--- src/rtl/mac_tile_dual.sv ---
// mac_tile_dual: systolic MAC processing element with run-time selectable
// weight-stationary (mode=0) or output-stationary (mode=1) dataflow.
// WS: the tile holds a weight; partial sums enter from the north and leave south.
// OS: weights pass north->south, activations west->east, and a local
// accumulator is shifted down the column during drain.
// Optional macro MAC_SAT_EN: saturate WS results and OS accumulation instead of wrapping.
module mac_tile_dual #(
  parameter int bw      = 4,
  parameter int psum_bw = 16
) (
  input  logic                      clk,
  input  logic                      reset,
  input  logic                      mode,
  input  logic signed [bw-1:0]      in_w,
  output logic signed [bw-1:0]      out_e,
  input  logic [2:0]                inst_w,
  output logic [2:0]                inst_e,
  input  logic signed [psum_bw-1:0] in_n,
  output logic signed [psum_bw-1:0] out_s
);

  localparam logic [1:0] EMPTY   = 2'd0;
  localparam logic [1:0] WHELD   = 2'd1;
  localparam logic [1:0] OSACC   = 2'd2;
  localparam logic [1:0] OSDRAIN = 2'd3;

  // Full-precision signed product, sign-extended to the accumulator width.
  function automatic logic signed [psum_bw-1:0] prod_ext(input logic signed [bw-1:0] x,
                                                         input logic signed [bw-1:0] y);
    logic signed [2*bw-1:0] p;
    p = (2*bw)'(x) * (2*bw)'(y);
    return (psum_bw)'(p);
  endfunction

  // Accumulator-width addition: clamps on overflow when saturation is enabled.
  function automatic logic signed [psum_bw-1:0] add_fix(input logic signed [psum_bw-1:0] x,
                                                        input logic signed [psum_bw-1:0] y);
`ifdef MAC_SAT_EN
    logic signed [psum_bw:0] s;
    s = (psum_bw+1)'(x) + (psum_bw+1)'(y);
    if (s[psum_bw] != s[psum_bw-1])
      return s[psum_bw] ? {1'b1, {(psum_bw-1){1'b0}}} : {1'b0, {(psum_bw-1){1'b1}}};
    return s[psum_bw-1:0];
`else
    return x + y;
`endif
  endfunction

  logic signed [bw-1:0]      a_q, a_d, b_q, b_d;
  logic signed [psum_bw-1:0] c_q, c_d, acc_q, acc_d;
  logic [2:0]                inst_q, inst_d;
  logic                      exe_q, exe_d, mode_q, mode_d, load_ready_q, load_ready_d;
  logic [1:0]                state_q, state_d;

  assign out_e  = a_q;
  assign inst_e = inst_q;

  // Next-state logic for both dataflows; mode only changes while the tile is idle.
  always_comb begin
    a_d          = a_q;
    b_d          = b_q;
    c_d          = c_q;
    acc_d        = acc_q;
    inst_d       = inst_w;
    exe_d        = 1'b0;
    mode_d       = mode_q;
    load_ready_d = load_ready_q;
    state_d      = state_q;
    if (inst_w == 3'b000 && !exe_q)
      mode_d = mode;
    if (!mode_q) begin
      if (inst_w[0] || inst_w[1])
        a_d = in_w;
      if (inst_w[1])
        c_d = in_n;
      if (inst_w[2]) begin
        // Clear beats a simultaneous load; the load token still travels east.
        b_d          = '0;
        load_ready_d = 1'b1;
        state_d      = EMPTY;
      end else if (inst_w[0] && load_ready_q) begin
        // This tile keeps the weight, so the load token is not passed east.
        b_d          = in_w;
        load_ready_d = 1'b0;
        state_d      = WHELD;
        inst_d[0]    = 1'b0;
      end
    end else begin
      if (inst_w[1])
        a_d = in_w;
      if (inst_w[2]) begin
        // Drain shifts the column; any pending product is discarded.
        acc_d   = in_n;
        state_d = OSDRAIN;
      end else begin
        if (exe_q)
          acc_d = add_fix(acc_q, prod_ext(a_q, b_q));
        if (inst_w[1]) begin
          b_d   = in_n[bw-1:0];
          exe_d = 1'b1;
        end
        if (state_q == OSDRAIN)
          state_d = EMPTY;
        else if (inst_w[1])
          state_d = OSACC;
      end
    end
  end

  // South output: WS MAC result, OS drained accumulator or forwarded weight.
  always_comb begin
    if (!mode_q)
      out_s = add_fix(c_q, prod_ext(a_q, b_q));
    else if (inst_w[2] || state_q == OSDRAIN)
      out_s = acc_q;
    else
      out_s = (psum_bw)'(b_q);
  end

  // State registers; reset drops weights, accumulators and pending products.
  always_ff @(posedge clk or posedge reset) begin
    if (reset) begin
      a_q          <= '0;
      b_q          <= '0;
      c_q          <= '0;
      acc_q        <= '0;
      inst_q       <= '0;
      exe_q        <= 1'b0;
      mode_q       <= 1'b0;
      load_ready_q <= 1'b1;
      state_q      <= EMPTY;
    end else begin
      a_q          <= a_d;
      b_q          <= b_d;
      c_q          <= c_d;
      acc_q        <= acc_d;
      inst_q       <= inst_d;
      exe_q        <= exe_d;
      mode_q       <= mode_d;
      load_ready_q <= load_ready_d;
      state_q      <= state_d;
    end
  end

endmodule

--- config.mk ---
export PLATFORM = sky130hd
export DESIGN_NAME = mac_tile_dual
export DESIGN_NICKNAME = d
export VERILOG_FILES = /design/src/rtl/mac_tile_dual.sv
export SDC_FILE = /design/constraint.sdc
export NUM_CORES = 1
export LEC_CHECK = 0
export ABC_AREA = 1
export BUFFER_PORTS_ARGS = -buffer_cell sky130_fd_sc_hd__buf_2
export CORE_MARGIN = 5
export CORE_UTILIZATION = 35
export DETAILED_ROUTE_END_ITERATION = 8
export PLACE_DENSITY = 0.53
export SLEW_MARGIN = 20
export SYNTH_ARGS = -nofsm -noshare
export SYNTH_HDL_FRONTEND = slang
export SYNTH_SLANG_ARGS = --single-unit
--- constraint.sdc ---
create_clock -name clk -period 6.1 [get_ports clk]
set_input_delay 0.61 -clock clk [delete_from_list [all_inputs] [get_ports clk]]
set_output_delay 0.61 -clock clk [all_outputs]
set_load 0.01 [all_outputs]
==> results.tsv, run 1 <==
metric	value	unit
status	completed	
die_w	124	um
initial_core_util	0.358	
syn_area_per_cell	7.24	um^2
syn_inst	624	
synth_top_family_by_area	simple AND/OR/NAND/NOR gates	
wl_met2	5.99	mm
pre_cts_ws	0.439	ns
holdBufCountCts	0	
nets	754	
syn_area	4520	um^2
clkTransAtPathRegs	0.07	ns
fp.dieH	124	um
worst_setup_path_start_kind	flop	
ant_nets	0	
placed_cells	835	
io_pins	49	
arrival	5.27	ns
r2r_cells	26	
synthMuxAreaShare	0.0200	
fmax	170	MHz
drt-total-wl	12.9	mm
area_delta_synth_final	15.1	%
r2r_setup_slack	1.00	ns
antenna_found_initial	0	
synth-compound-area-share	0.186	
synth_seq_cells	48	
holdCritPathClass	in2reg	
cts-root-buf	clkbuf_16	
grtUsageTotal	0.175	
final_common_cell	nand2_1	
top_layer_used	met4	
ys_types	48	
ys_seq_area_frac	0.266	
avgViaCountPerCell	5.06	
insertion_delay	0.29	ns
cts_tree	built	
tritoncts.num_buffers	5	
setup_viol	0	
cts.sinks	48	
synth-simple-area-share	0.250	
grt_start_max_net_pins	49	
finClkSkew	0.00732	ns
fin_crit_sh	0.964	
max-cap-violations	0	
synth_xor_area_frac	0.0194	
h-tree-depth	2	
wl_per_cell	15.3	um
filler_cell_count	1335	
rows	41	
instances_no_fill	844	
required	5.49	ns
setup.worst_path.end_class	output pin	
gp_congestion	0.927	
drt-pass1-iter-count	4	
ys_warn_count	0	
path_max_fanout	5	
drive_above_1_share	0.168	
ys_async_sr_fraction	1.00	
final_cell_mix	nand2_1, inv_1, a21oi_1	
grt_pass1_vias	4106	
post-route-cell-area	5200	um^2
whs_path_depth	1	
synth_edf_count	0	
drc	0	
dieArea	15300	um^2
routed-wl-met3	539	um
clk_path_buf_depth	2	
max_slew.worst_pin.slew	0.861	ns
met1_length	6.18	mm
maxSlewHeadroom	0.424	
core	12600	um^2
routed-via-count	4274	
drv_slew	0	
hpwl	10.2	mm
path_class	reg2out	
grt_pass1_wl	20.8	mm
hold_violations	0	
overflow	0	
slowest_stage	fa_1	
period_needed	5.88	ns
port_buffers	48	
placed_cell_area	4930	um^2
drt_iter0_markers	196	
synthFlopType	dfrtp_1	
yosys.area_share.adder	0.176	
synth_fp_nets	707	
antenna_cells	0	
cpPeakStageDelay	0.55	ns
crit_top_cell	nand2_1	
worst_slack	0.222	ns
## stage by stage
step	utilization	hold WS, ns	setup TNS, ns
after global placement	0.391	0.478	0
after global routing	0.412	0.467	-0.147
after CTS	0.405	0.458	0
final	0.412	0.467	0
after floorplan	-	0.459	0
after detailed placement	0.391	0.487	0
## critical path: cells and delay by family (launching register included)
| family | cells | cell delay, ns |
|---|---|---|
| flip-flops | 1 | 0.41 |
| AND/OR/NAND/NOR | 14 | 1.18 |
| AO/OA/AOI/OAI | 2 | 0.36 |
| adder cells (fa/ha/maj) | 6 | 2.43 |
| buffers and inverters | 5 | 0.57 |
## cell families (layout without fill, tap and decap cells)
group,after synthesis,count (layout)
AO/OA/AOI/OAI,153,153
XOR/XNOR,10,10
adder cells (fa/ha/maj),57,57
buffers and inverters,92,140
flip-flops,48,48
multiplexers,8,8
AND/OR/NAND/NOR,256,256
## cells in the mapped netlist (4+ instances only)
| cell | n | area [um^2] |
|---|---|---|
| nand3_1 | 32 | 160 |
| inv_1 | 75 | 282 |
| o21ai_0 | 49 | 245 |
| a21oi_1 | 74 | 370 |
| o211ai_1 | 4 | 30.0 |
| nand2_4 | 4 | 45.0 |
| nand2_2 | 8 | 50.1 |
| a21o_1 | 5 | 37.5 |
| ha_1 | 46 | 576 |
| fa_1 | 11 | 220 |
| a22oi_1 | 4 | 30.0 |
| xor2_1 | 7 | 61.3 |
| dfrtp_1 | 47 | 1180 |
| clkbuf_1 | 5 | 18.8 |
| buf_2 | 6 | 30.0 |
| o21ai_1 | 4 | 20.0 |
| nor2_1 | 54 | 203 |
| mux2_2 | 8 | 90.1 |
| nand2_1 | 139 | 522 |
## final timing paths
check | endpoint | from
worst max-delay path | out_s[15] | out_e[0]
worst min-delay path | inst_e[1] | inst_w[1]
worst max register to register | acc_q[15] | out_e[0]
worst min register to register | c_q[3] | c_q[3]
max in group asynchronous | acc_q[11] | reset
min in group asynchronous | inst_e[0] | reset
## routing by layer
metal	track usage	up-vias
met5	0	-
met1	0.243	2024
met4	0.0471	0
met3	0.0272	12
met2	0.284	76
li1	-	2162
## state kept, by name, summed over array words and instances, names as in the netlist
name          cells
acc_q            16
c_q              16
state_q           2
inst_e            3
b_q               4
out_e             4
mode_q            1
load_ready_q      1
exe_q             1
## area by class of cell
cell class                      count  area [um^2]  share of cell area
Clock inverter                      3         46.3             0.00891
Timing Repair inverter              1         7.51             0.00144
Inverter                           79          304              0.0585
Tap cell                          172          215              0.0414
Multi-Input combinational cell    484         3030               0.582
Clock buffer                        5          125              0.0241
Sequential cell                    48         1200               0.231
Timing Repair Buffer               52          270              0.0520
## what timing repair did
item,in CTS,in global routing
setup endpoints to repair,0,6
endpoints found under the hold margin,0,0
setup buffers,0,0
resized for setup,0,16
Power of run 1 is not shown: default switching activity piles up to over one toggle a cycle in this logic, so the estimate is an artifact.
==> run 2: changes to the inputs <==
Settings changed: ABC_AREA 1 to 0.
==> results.tsv, run 2 <==
metric	value	unit	change
tritoncts.num_buffers	5		unchanged
finClkSkew	0.0107	ns	was 0.00732 ns
netlist.area_leader.share	0.276		was 0.260
reg_top3	acc_q: 16 flops, c_q: 16 flops		unchanged
max-cap-violations	0		unchanged
antenna_found_initial	0		unchanged
nets	596		was 754
die_w	120	um	was 124 um
setup.worst_path.end_class	output pin		unchanged
syn_area	4260	um^2	was 4520 um^2
setup_viol	0		unchanged
synthFlopType	dfrtp_1		unchanged
ys_warn_count	0		unchanged
post_cts_buffers	0		unchanged
ys_types	57		was 48
gp_congestion	0.873		was 0.927
antenna_cells	0		unchanged
required	5.49	ns	about the same
maxSlewHeadroom	0.265		was 0.424
overflow	0		unchanged
rows	40		was 41
drc	0		unchanged
cts-root-buf	clkbuf_16		unchanged
initial_core_util	0.356		was 0.358
top_layer_used	met4		unchanged
ys_top_cells_by_count	a21oi_1, dfrtp_1, ha_1		was nand2_1, inv_1, a21oi_1
ant_nets	0		unchanged
cpPeakStageDelay	0.57	ns	was 0.55 ns
avgViaCountPerCell	5.44		was 5.06
r2r_start	out_e[0]		unchanged
met1_length	5.45	mm	was 6.18 mm
slowest_stage	fa_1		unchanged
holdCritPathClass	in2async		was in2reg
cts.sinks	48		unchanged
fin_crit_sh	0.953		was 0.964
h-tree-depth	2		unchanged
dieArea	14500	um^2	was 15300 um^2
routed-via-count	3599		was 4274
startpoint	out_e[0]		unchanged
fin_setup_tns	0	ns	unchanged
path_class	reg2out		unchanged
fp.dieH	120	um	was 124 um
drt-total-wl	11.0	mm	was 12.9 mm
synth.most_common_cell	a21oi_1		was nand2_1
path_max_fanout	9		was 5
ys_async_sr_fraction	1.00		unchanged
crit_top_cell	fa_1		was nand2_1
crit_chain	nand2b_1, fa_1, fa_1, fa_1, inv_1, ha_1, fa_1, a21o_1, a21oi_4, xnor2_4, ha_1, nor2_2, and3_1, nand3_1, a41oi_1, xor2_1, mux2i_1, buf_2		
port_buffers	48		unchanged
filler_cell_count	1192		was 1335
synth_top_area_cell	dfrtp_1		unchanged
rsz0062_at_grt	false		
drt-pass1-iter-count	5		was 4
final_cell_mix	a21oi_1, buf_2, dfrtp_1		was nand2_1, inv_1, a21oi_1
worst_setup_path_start_kind	flop		unchanged
clkTransAtPathRegs	0.07	ns	about the same
yosys-top-cells-area	dfrtp_1, ha_1, a21oi_1		was dfrtp_1, ha_1, nand2_1
synth_edf_count	0		unchanged
arrival	5.21	ns	was 5.27 ns
core	12000	um^2	was 12600 um^2
io_pins	49		unchanged
routed-wl-met3	327	um	was 539 um
period_needed	5.82	ns	was 5.88 ns
syn_inst	471		was 624
synth_seq_cells	48		unchanged
status	completed		unchanged
ys_seq_area_frac	0.282		was 0.266
wl_met2	5.01	mm	was 5.99 mm
hold_violations	0		unchanged
max_slew.worst_pin.slew	1.10	ns	was 0.861 ns
grtUsageTotal	0.154		was 0.175
grt_start_max_net_pins	49		unchanged
worst_slack	0.285	ns	was 0.222 ns
hpwl	8.36	mm	was 10.2 mm
utilization	0.407		was 0.412
drv_slew	0		unchanged
fmax	172	MHz	was 170 MHz
pre_cts_ws	0.366	ns	was 0.439 ns
clk_path_buf_depth	2		unchanged
syn_area_per_cell	9.04	um^2	was 7.24 um^2
insertion_delay	0.30	ns	was 0.29 ns
final_common_cell	a21oi_1		was nand2_1
grt_pass1_wl	18.0	mm	was 20.8 mm
drive_above_1_share	0.193		was 0.168
cts_tree	built		unchanged
wl_per_cell	16.6	um	was 15.3 um
drt_iter0_markers	191		was 196
area_delta_synth_final	14.3	%	was 15.1%
grt_pass1_vias	3537		was 4106
synth_fp_nets	554		was 707
[run 2: cell type report]
| class | instances | area, um^2 | share of cell area |
|---|---|---|---|
| tap | 147 | 184 | 0.0378 |
| timing repair buffer | 51 | 263 | 0.0540 |
| inverter | 19 | 73.8 | 0.0152 |
| multi-input combinational | 388 | 2970 | 0.611 |
| sequential | 48 | 1200 | 0.247 |
| clock buffer | 5 | 125 | 0.0257 |
| clock inverter | 3 | 42.5 | 0.00875 |
[run 2: path summary, 6_finish.rpt]
| check | to | slack (ns) | cells after the start |
|---|---|---|---|
| hold / removal | inst_e[2] | 0.40 | 2 |
| min in group clk | inst_e[1] | 0.51 | 1 |
| hold reg to reg | load_ready_q | 0.52 | 2 |
| setup / recovery | out_s[13] | 0.28 | 18 |
| max in group asynchronous | c_q[13] | 5.26 | 2 |
| setup reg to reg | acc_q[14] | 0.60 | 17 |
[run 2: cells by family (layout without fill, tap and decap cells)]
kind of cell             count (synthesis)  in the layout  synth area share
AO/OA/AOI/OAI                          151            151             0.222
flip-flops                              48             48             0.282
multiplexers                            31             31            0.0794
buffers and inverters                   35             78            0.0315
AND/OR/NAND/NOR                        124            124             0.140
adder cells (fa/ha/maj)                 57             57             0.187
XOR/XNOR                                25             25            0.0585
[run 2: through the flow]
stage / area (um^2) / hold WS [ns] / instances
final: 4860 / 0.404 / 661
after global routing: 4860 / 0.473 / 661
after CTS: 4810 / 0.441 / 661
after detailed placement: 4650 / 0.505 / 653
after global placement: 4640 / 0.498 / 653
after floorplan: 4260 / 0.478 / 471
[run 2: repair_timing]
item,in CTS,in global routing
gates resized for setup,0,8
hold buffers,0,0
setup endpoints to repair,0,5
[run 2: per-layer routing]
metal	vias to the layer above	GRT usage
met3	13	0.0234
met4	0	0.0397
met1	1713	0.217
met5	-	0
met2	66	0.248
li1	1807	-
[run 2: worst max-delay path: cells and delay by family (launching register included)]
kind	cells	cell delay (ns)
adders and majority gates	6	2.46
buffers and inverters	2	0.20
muxes	1	0.10
AOI/OAI and AO/OA	3	0.66
xor gates and xnor gates	2	0.36
DFF	1	0.42
and+or+nand+nor	4	0.71
Power of run 2 is left out for the same reason.
